File: src/rtl/paddle_encoder_ctrl.sv
// paddle_encoder_ctrl: quadrature-encoder paddle controller.
// The a, b and autopilot inputs are synchronized. The encoder channels are also debounced.
// Accepted encoder transitions move the paddle in manual mode.
// In autopilot mode the paddle tracks the ball by one line per frame.
module paddle_encoder_ctrl #(
  parameter int SHEIGHT         = 480,
  parameter int PADDLE_HEIGHT   = 25,
  parameter int PADDLE_SPEED    = 8,
  parameter int DEBOUNCE_CYCLES = 250
) (
  input  logic        pclk,
  input  logic        reset_n,
  input  logic        a,
  input  logic        b,
  input  logic        autopilot,
  input  logic [10:0] ball_y,
  input  logic        frame_tick,
  output logic [10:0] paddle_y,
  output logic        step_up,
  output logic        step_down,
  output logic        err
);

  localparam int CW = $clog2(DEBOUNCE_CYCLES + 1);
  localparam logic [CW-1:0]     CntLast = CW'(DEBOUNCE_CYCLES - 1);
  localparam logic signed [12:0] PMin   = 13'(PADDLE_HEIGHT);
  localparam logic signed [12:0] PMax   = 13'(SHEIGHT - 1 - PADDLE_HEIGHT);
  localparam logic signed [12:0] Speed  = 13'(PADDLE_SPEED);
  localparam logic [10:0]        PReset = 11'(SHEIGHT / 2);

  // Synchronizer stages, bit order {autopilot, a, b}
  logic [2:0]         r_sync1, r_sync2;
  logic [1:0][CW-1:0] r_cnt;
  logic [1:0]         r_acc, r_prev;   // accepted {a, b} and its one-cycle-old copy
  logic [10:0]        r_paddle_y;
  logic               r_step_up, r_step_down, r_err;

  logic               w_ap;
  logic [1:0]         w_enc;
  logic [1:0]         w_cur_idx, w_prev_idx, w_diff;
  logic               w_up, w_down, w_bad;
  logic signed [12:0] w_delta, w_sum;
  logic [10:0]        w_paddle_next;

  assign w_ap  = r_sync2[2];
  assign w_enc = r_sync2[1:0];

  // Two-flop synchronizers for every asynchronous input
  always_ff @(posedge pclk or negedge reset_n) begin
    if (!reset_n) begin
      r_sync1 <= '0;
      r_sync2 <= '0;
    end else begin
      r_sync1 <= {autopilot, a, b};
      r_sync2 <= r_sync1;
    end
  end

  // Debounce: accept a level once it has differed for DEBOUNCE_CYCLES synced cycles
  always_ff @(posedge pclk or negedge reset_n) begin
    if (!reset_n) begin
      r_cnt <= '0;
      r_acc <= '0;
    end else begin
      for (int i = 0; i < 2; i++) begin
        if (w_enc[i] == r_acc[i]) begin
          r_cnt[i] <= '0;
        end else if (r_cnt[i] == CntLast) begin
          r_acc[i] <= w_enc[i];
          r_cnt[i] <= '0;
        end else begin
          r_cnt[i] <= r_cnt[i] + CW'(1);
        end
      end
    end
  end

  // Map Gray code 00,10,11,01 to 0..3 so one step down is +1 modulo 4
  always_comb begin
    w_cur_idx  = {r_acc[0], r_acc[1] ^ r_acc[0]};
    w_prev_idx = {r_prev[0], r_prev[1] ^ r_prev[0]};
    w_diff     = w_cur_idx - w_prev_idx;
    w_down     = (w_diff == 2'd1);
    w_up       = (w_diff == 2'd3);
    w_bad      = (w_diff == 2'd2);
  end

  // Next paddle position, computed signed and wide so a decrement never wraps before clamping
  always_comb begin
    w_delta = '0;
    if (w_ap) begin
      if (frame_tick) begin
        if (ball_y > r_paddle_y)      w_delta = 13'sd1;
        else if (ball_y < r_paddle_y) w_delta = -13'sd1;
      end
    end else if (w_down) begin
      w_delta = Speed;
    end else if (w_up) begin
      w_delta = -Speed;
    end
    w_sum = $signed({2'b00, r_paddle_y}) + w_delta;
    if (w_sum < PMin)      w_paddle_next = 11'(PMin);
    else if (w_sum > PMax) w_paddle_next = 11'(PMax);
    else                   w_paddle_next = 11'(w_sum);
  end

  // Registered decoder history, position and pulses
  always_ff @(posedge pclk or negedge reset_n) begin
    if (!reset_n) begin
      r_prev      <= '0;
      r_paddle_y  <= PReset;
      r_step_up   <= 1'b0;
      r_step_down <= 1'b0;
      r_err       <= 1'b0;
    end else begin
      r_prev      <= r_acc;
      r_paddle_y  <= w_paddle_next;
      r_step_up   <= w_up;
      r_step_down <= w_down;
      r_err       <= w_bad;
    end
  end

  assign paddle_y  = r_paddle_y;
  assign step_up   = r_step_up;
  assign step_down = r_step_down;
  assign err       = r_err;

endmodule

File: config.mk
export PLATFORM = sky130hd
export DESIGN_NAME = paddle_encoder_ctrl
export DESIGN_NICKNAME = d
export VERILOG_FILES = /design/src/rtl/paddle_encoder_ctrl.sv
export SDC_FILE = /design/constraint.sdc
export NUM_CORES = 1
export LEC_CHECK = 0
export CAP_MARGIN = 20
export CORE_UTILIZATION = 30
export DETAILED_ROUTE_END_ITERATION = 8
export DONT_BUFFER_PORTS = 1
export GPL_TIMING_DRIVEN = 0
export MAX_ROUTING_LAYER = met4
export SETUP_SLACK_MARGIN = 0.5
export SYNTH_ARGS = -nofsm -noshare
export SYNTH_HDL_FRONTEND = slang
export SYNTH_SLANG_ARGS = --single-unit
export TNS_END_PERCENT = 10
File: constraint.sdc
create_clock -name pclk -period 4.3 [get_ports pclk]
set_input_delay 1.075 -clock pclk [delete_from_list [all_inputs] [get_ports pclk]]
set_output_delay 1.075 -clock pclk [all_outputs]
set_load 0.01 [all_outputs]
==> qor.yml, run 1 <==
clk_latency_ns: 0.29
postCtsHoldBufs: 0
cpMostUsedCell: "ha_4"
peakVddDrop_uv: 138
cts.clk_slew.worst_paths_ns: 0.07
track_usage_pct: 13.5
synth_common_cells: "dfrtp_1 (36), nor2_1 (32), ha_1 (28), inv_1 (20), nand2_1 (18)"
vias: 1877
crit_slowest_cell: "a2111oi_4"
worstPathArrival_ns: 4.26
path_buf_inv: 1
synth_warnings: 0
rrSetupSlack_ns: 0.29
cts-buffers-inserted: 5
grt_pass1_wl_um: 9180
synth-simple-area-share_pct: 16.7
clockBufferDepth: 2
rsz0062_at_grt: "true"
crit_path_end_kind: "flip-flop"
io_pins: 31
fp.dieArea_um2: 9200
async_flop_share_pct: 100
synthFlopType: "dfrtp_1"
fin_crit_sh_pct: 94.8
synth-seq-area-share_pct: 38.0
synth_most_common_cell: "dfrtp_1"
cts.sinks: 40
cts_max_level: 2
hold_start: "r_sync1[1]"
grt_overflow_total: 0
synthCells: 264
ant_nets: 0
crit_type: "in -> reg"
drv_cap: 0
reg2reg_to: "paddle_y[3]"
start_util_pct: 31.6
yosys.area.top_type: "dfrtp_1"
die_x_um: 95.9
cts_tree: "done"
p_per_area_nw_per_um2: 394
core-area_um2: 8380
drt-wirelength-per-cell_um: 14.2
cp-start-kind: "input port"
port_buffers: 0
gp_congestion: 0.831
cp.required_ns: 4.48
avgSynthCellArea_um2: 10.0
synth_edf_count: 0
synth_compound_area_share_pct: 16.8
ys_types: 57
hold_depth: 0
max_clock_freq_ghz: 0.245
cts_root_buf: "clkbuf_8"
fillCellCount: 862
drtIter0Drc: 40
nets: 328
synth_area_leaders: "dfrtp_1 (34%), ha_1 (13%), xnor2_1 (4.6%)"
hold_class: "reg -> reg"
crit_fanout: 6
synth_area_um2: 2650
synth_top_area_share_pct: 34.1
synth_top_family_by_area: "compound AO/OA/AOI/OAI gates"
cpLargestDelayFamily: "compound AO/OA/AOI/OAI gates"
firstDrtPassIters: 4
area_growth_pct: 17.4
fin_hold_ws_ns: 0.350
final-hold-violation-count: 0
grt_pass1_vias: 1857
skew_ns: 0.00640
drc_errors: 0
synth-adder-area-share_pct: 14.0
rows: 33
period_needed_ns: 4.08
hpwl_um: 4150
die-height_um: 95.9
fin_util_pct: 37.1
antenna_found_initial: 0
diodes: 0
routed_wl_um: 5510
synthXorXnorAreaFrac_pct: 9.22
leakage_nw: 1.42
drv_slew: 0
min_to: "r_sync2[1]"
drive_above_1_share_pct: 22.7
worstRegToRegCells: 17
r2r-start: "paddle_y[4]"
synth.area.mux_share_pct: 0.851
critPathMaxStageDelay_ns: 0.42
crit_chain: "ha_4 > a211oi_2 > nor2_1 > o31a_1 > or2_4 > nand2_4 > ha_4 > inv_2 > fa_2 > nand2b_4 > a21oi_4 > a31oi_4 > xor2_4 > a2111oi_4 > o311ai_4 > a31o_1"
finalSetupViolCount: 0
vias_per_cell: 4.85
ys_ff_latch: 40
grt_max_degree: 41
outcome: "finished clean"
[cell type report]
type | instances | area [um^2] | share of cell area, %
buffer | 5 | 37.5 | 1.21
clock buffer | 6 | 72.6 | 2.34
clock inverter | 1 | 5.00 | 0.161
inverter | 20 | 75.1 | 2.42
multi-input combinational | 200 | 1690 | 54.4
sequential | 40 | 1010 | 32.4
tap | 105 | 131 | 4.23
timing repair buffer | 10 | 87.6 | 2.82
[cell families (layout without fill, tap and decap cells)]
kind of cell               after synthesis  after routing
AOI/OAI and AO/OA                       51             51
muxes                                    2              2
xor gates and xnor gates                27             27
adders and majority gates               29             29
DFF                                     40             40
other                                    1              2
and+or+nand+nor                         89             89
buffers and inverters                   25             42
[report_power, final]
part           switching, mW  total (mW)  leakage (nW)  internal [mW]
logic                  0.295       0.532         0.867          0.237
registers             0.0475       0.461         0.508          0.414
clock network          0.121       0.231        0.0410          0.110
[routing by layer]
metal	part of all wire (%)	GRT usage, %	routed length [um]	up-vias
li1	-	-	-	947
met1	51	18.3	2790	888
met2	41	18.8	2270	33
met3	6.8	5.06	373	9
met4	1.5	3.61	80	0
met5	0	-	0	-
[layout by cell type (no fill, tap or decap), types with 2 or more instances in the layout]
| cell type | synthesis | final |
|---|---|---|
| dfrtp_1 | 36 | 36 |
| nor2_1 | 32 | 31 |
| ha_1 | 28 | 22 |
| inv_1 | 20 | 19 |
| nand2_1 | 18 | 16 |
| xnor2_1 | 14 | 14 |
| xor2_1 | 12 | 11 |
| nand3_1 | 10 | 10 |
| buf_4 | 1 | 10 |
| a21oi_1 | 12 | 9 |
| nand4_1 | 5 | 5 |
| nor3_1 | 5 | 5 |
| ha_4 | 0 | 5 |
| clkbuf_8 | 0 | 5 |
| a21oi_2 | 1 | 4 |
| a211oi_2 | 1 | 4 |
| o21ai_0 | 7 | 4 |
| dfstp_2 | 4 | 4 |
| o21ai_1 | 1 | 3 |
| a21o_1 | 3 | 3 |
| a31oi_1 | 3 | 3 |
| nand2b_1 | 3 | 3 |
| a31o_1 | 3 | 3 |
| clkbuf_1 | 2 | 3 |
| nand3b_1 | 2 | 2 |
| o21ai_2 | 2 | 2 |
| nor2b_1 | 2 | 2 |
| buf_6 | 2 | 2 |
| nor2_2 | 1 | 2 |
| o21bai_1 | 2 | 2 |
| nand2_2 | 1 | 2 |
| mux2_2 | 2 | 2 |
| conb_1 | 1 | 2 |
[how the worst max path moves through the flow]
stage / startpoint / endpoint / slack [ns] / cells after the start
final: ball_y[4] / paddle_y[3] / 0.22 / 16
after global routing: ball_y[4] / paddle_y[5] / 0.05 / 18
after CTS: ball_y[4] / paddle_y[3] / 0.20 / 16
after detailed placement: ball_y[8] / paddle_y[3] / -0.25 / 16
after global placement: ball_y[8] / paddle_y[0] / -0.19 / 16
after floorplan: ball_y[4] / paddle_y[3] / 0.10 / 17
[metrics by stage]
step / cell area (um^2) / setup TNS [ns] / cells / power (mW) / setup slack [ns]
3_5_place_dp: 2850 / -1.75 / 370 / 0.933 / -0.253
2_1_floorplan: 2720 / 0 / 265 / 0.841 / 0.102
5_1_grt: 3110 / 0 / 387 / 1.32 / 0.0505
4_1_cts: 3040 / 0 / 385 / 1.21 / 0.197
6_report: 3110 / 0 / 387 / 1.22 / 0.223
3_3_place_gp: 2850 / -1.23 / 370 / 0.922 / -0.194
[state kept, by name, summed over array words and instances (netlist names)]
signal / cells
err: 1
step_up: 1
paddle_y: 11
r_sync2: 3
step_down: 1
r_prev: 2
r_acc: 2
r_cnt: 16
r_sync1: 3
[timing repair]
action	in CTS	in global routing
resized for setup	6	12
setup buffers	8	2
pin swaps	13	16
setup endpoints to repair	9	9
Note: power is estimated with default switching activity, not from simulation.
==> run 2: changes to the inputs <==
--- a/config.mk
+++ b/config.mk
@@ -6,11 +6,14 @@
 export NUM_CORES = 1
 export LEC_CHECK = 0
 export CAP_MARGIN = 20
+export CELL_PAD_IN_SITES_DETAIL_PLACEMENT = 1
+export CELL_PAD_IN_SITES_GLOBAL_PLACEMENT = 1
 export CORE_UTILIZATION = 30
 export DETAILED_ROUTE_END_ITERATION = 8
 export DONT_BUFFER_PORTS = 1
 export GPL_TIMING_DRIVEN = 0
 export MAX_ROUTING_LAYER = met4
+export PLACE_DENSITY_LB_ADDON = 0.1
 export SETUP_SLACK_MARGIN = 0.5
 export SYNTH_ARGS = -nofsm -noshare
 export SYNTH_HDL_FRONTEND = slang
==> qor.yml, run 2 (synthesis results as in run 1) <==
setup_tns_ns: 0  # unchanged
drv_slew: 0  # unchanged
nets: 335  # +2.1%
fin_crit_sh_pct: 94.4  # -0.38 points
rows: 33  # unchanged
p_per_area_nw_per_um2: 405  # +2.8%
crit_type: "in -> reg"
cpLargestDelayFamily: "compound AO/OA/AOI/OAI gates"
antenna_found_initial: 0  # unchanged
cts_tree: "done"
total_power_mw: 1.30  # +6.3%
slew_headroom_pct: 66.9
hold_start: "r_sync1[0]"
fin_ws_ns: 0.239  # +0.0163 ns
gp_congestion: 0.739  # -11%
ant_nets: 0  # unchanged
drt-wirelength-per-cell_um: 16.1  # +13%
wl_met3_um: 104  # -72%
firstDrtPassIters: 3  # -1
path_buf_inv: 2  # +1
start_util_pct: 31.6  # unchanged
rsz0062_at_grt: "true"
cts_root_buf: "clkbuf_8"
port_buffers: 0  # unchanged
fp.dieArea_um2: 9200  # unchanged
postCtsHoldBufs: 0  # unchanged
skew_ns: 0.0139  # +0.00752 ns
vias: 1937  # +3.2%
fillCellCount: 962  # +12%
period_needed_ns: 4.06  # -0.0163 ns
crit_chain: "ha_4 > a211oi_2 > nor2_1 > o31a_1 > or2_4 > nand2_4 > ha_4 > inv_2 > fa_2 > nand2b_4 > a21oi_4 > buf_6 > nand2_1 > nand2_2 > a21oi_2 > a2111oi_4 > o311ai_4 > a31o_1"
track_usage_pct: 15.3  # +1.8 points
dr_wl_met2_um: 3270  # +44%
diodes: 0  # unchanged
final_cell_area_um2: 3210  # +3.4%
final_cell_mix: "dfrtp_1 (36), nor2_1 (31), ha_1 (19)"
met1_length_um: 2920  # +4.5%
drc_errors: 0  # unchanged
r2r-start: "paddle_y[4]"
worstPathArrival_ns: 4.25  # about the same
place_ws_ns: -0.281  # -0.0288 ns
drive_above_1_share_pct: 27.6  # +4.9 points
top_register: "r_cnt"
peakVddDrop_uv: 191  # +38%
area_growth_pct: 21.4
cp.required_ns: 4.48  # about the same
max_clock_freq_ghz: 0.246  # +0.40%
core-area_um2: 8380  # unchanged
mostFrequentLayoutCell: "dfrtp_1"
multi_input_area_um2: 1730  # +2.6%
cts.clk_slew.worst_paths_ns: 0.08  # about the same
vias_per_cell: 4.90  # +1.1%
register_area_um2: 1010  # unchanged
cts.sinks: 40  # unchanged
crit_fanout: 6  # unchanged
cts_max_level: 2  # unchanged
cts-buffers-inserted: 5  # unchanged
clockBufferDepth: 2  # unchanged
die_x_um: 95.9  # unchanged
place_area_um2: 2850  # unchanged
finalSetupViolCount: 0  # unchanged
largest_register_ffs: 16  # unchanged
routed_wl_um: 6370  # +16%
crit_slowest_cell: "a2111oi_4"
final-hold-violation-count: 0  # unchanged
grt_overflow_total: 0  # unchanged
crit_path_end_kind: "flip-flop"
cp-start-kind: "input port"
critPathMaxStageDelay_ns: 0.41  # about the same
hold_class: "reg -> reg"
grt_pass1_wl_um: 10200  # +11%
outcome: "finished clean"
leakage_nw: 1.46  # +2.9%
hpwl_um: 4640  # +12%
drtIter0Drc: 37  # -7.5%
grt_pass1_vias: 2024  # +9.0%
io_pins: 31  # unchanged
drv_cap: 0  # unchanged
die-height_um: 95.9  # unchanged
worstMarginPinSlew_ns: 0.493
cpMostUsedCell: "ha_4"
setup.worst_path.start: "ball_y[4]"
grt_max_degree: 41  # unchanged
highest_layer: "met4"
clk_latency_ns: 0.29  # about the same
run 2: changes by cell type in the layout (fill, tap and decap cells not counted), moves of 2 or more:
cell | before | now
ha_2 | 1 | 3
buf_6 | 2 | 4
ha_1 | 22 | 19
buf_4 | 10 | 16
run 2: worst paths after layout:
kind                                     to  slack, ns  cells past startpoint
min in group asynchronous       paddle_y[1]       0.47                      0
worst max-delay path            paddle_y[3]       0.24                     18
worst min register to register   r_sync2[0]       0.35                      0
worst max register to register  paddle_y[3]       0.31                     19
max in group asynchronous       paddle_y[4]       3.65                      0
worst min-delay path             r_sync2[0]       0.35                      0
run 2: repair_timing:
item	CTS	global route
setup buffers	11	6
endpoints found under the setup margin	9	9
gates cloned	0	0
gates resized for setup	17	11
pin swaps	17	12
run 2: cell type report:
cell class	instances	share of cell area, %
Sequential cell	40	31.3
Multi-Input combinational cell	200	54.0
Clock inverter	2	0.312
Clock buffer	6	2.57
Timing Repair Buffer	17	4.21
Tap cell	105	4.09
Inverter	20	2.34
Buffer	5	1.17
run 2: through the flow:
| step | std cells | hold slack (ns) | util, % |
|---|---|---|---|
| floorplan | 265 | 0.331 | - |
| global placement | 370 | 0.334 | 34.0 |
| detailed placement | 370 | 0.336 | 34.0 |
| CTS | 389 | 0.353 | 37.2 |
| global route | 395 | 0.354 | 38.3 |
| finish | 395 | 0.352 | 38.3 |
run 2: power by group:
| part | internal, mW | switching, mW |
|---|---|---|
| registers | 0.413 | 0.0490 |
| clock network | 0.128 | 0.130 |
| logic | 0.264 | 0.316 |
run 2: layer usage:
layer / up-vias / global-route usage [%]
met3: 5 / 2.61
li1: 958 / -
met1: 958 / 19.4
met5: - / -
met4: 0 / 4.48
met2: 16 / 25.2
run 2: worst reg2reg max path, stage by stage (launching register included):
cell and delay [ns]:
dfstp_2 0.62, inv_2 0.06, ha_4 0.24, a211oi_2 0.17
nor2_1 0.09, o31a_1 0.30, or2_4 0.26, nand2_4 0.07
ha_4 0.13, inv_2 0.04, fa_2 0.34, nand2b_4 0.16
a21oi_4 0.22, buf_6 0.13, nand2_1 0.05, nand2_2 0.08
a21oi_2 0.07, a2111oi_4 0.41, o311ai_4 0.22, a31o_1 0.24
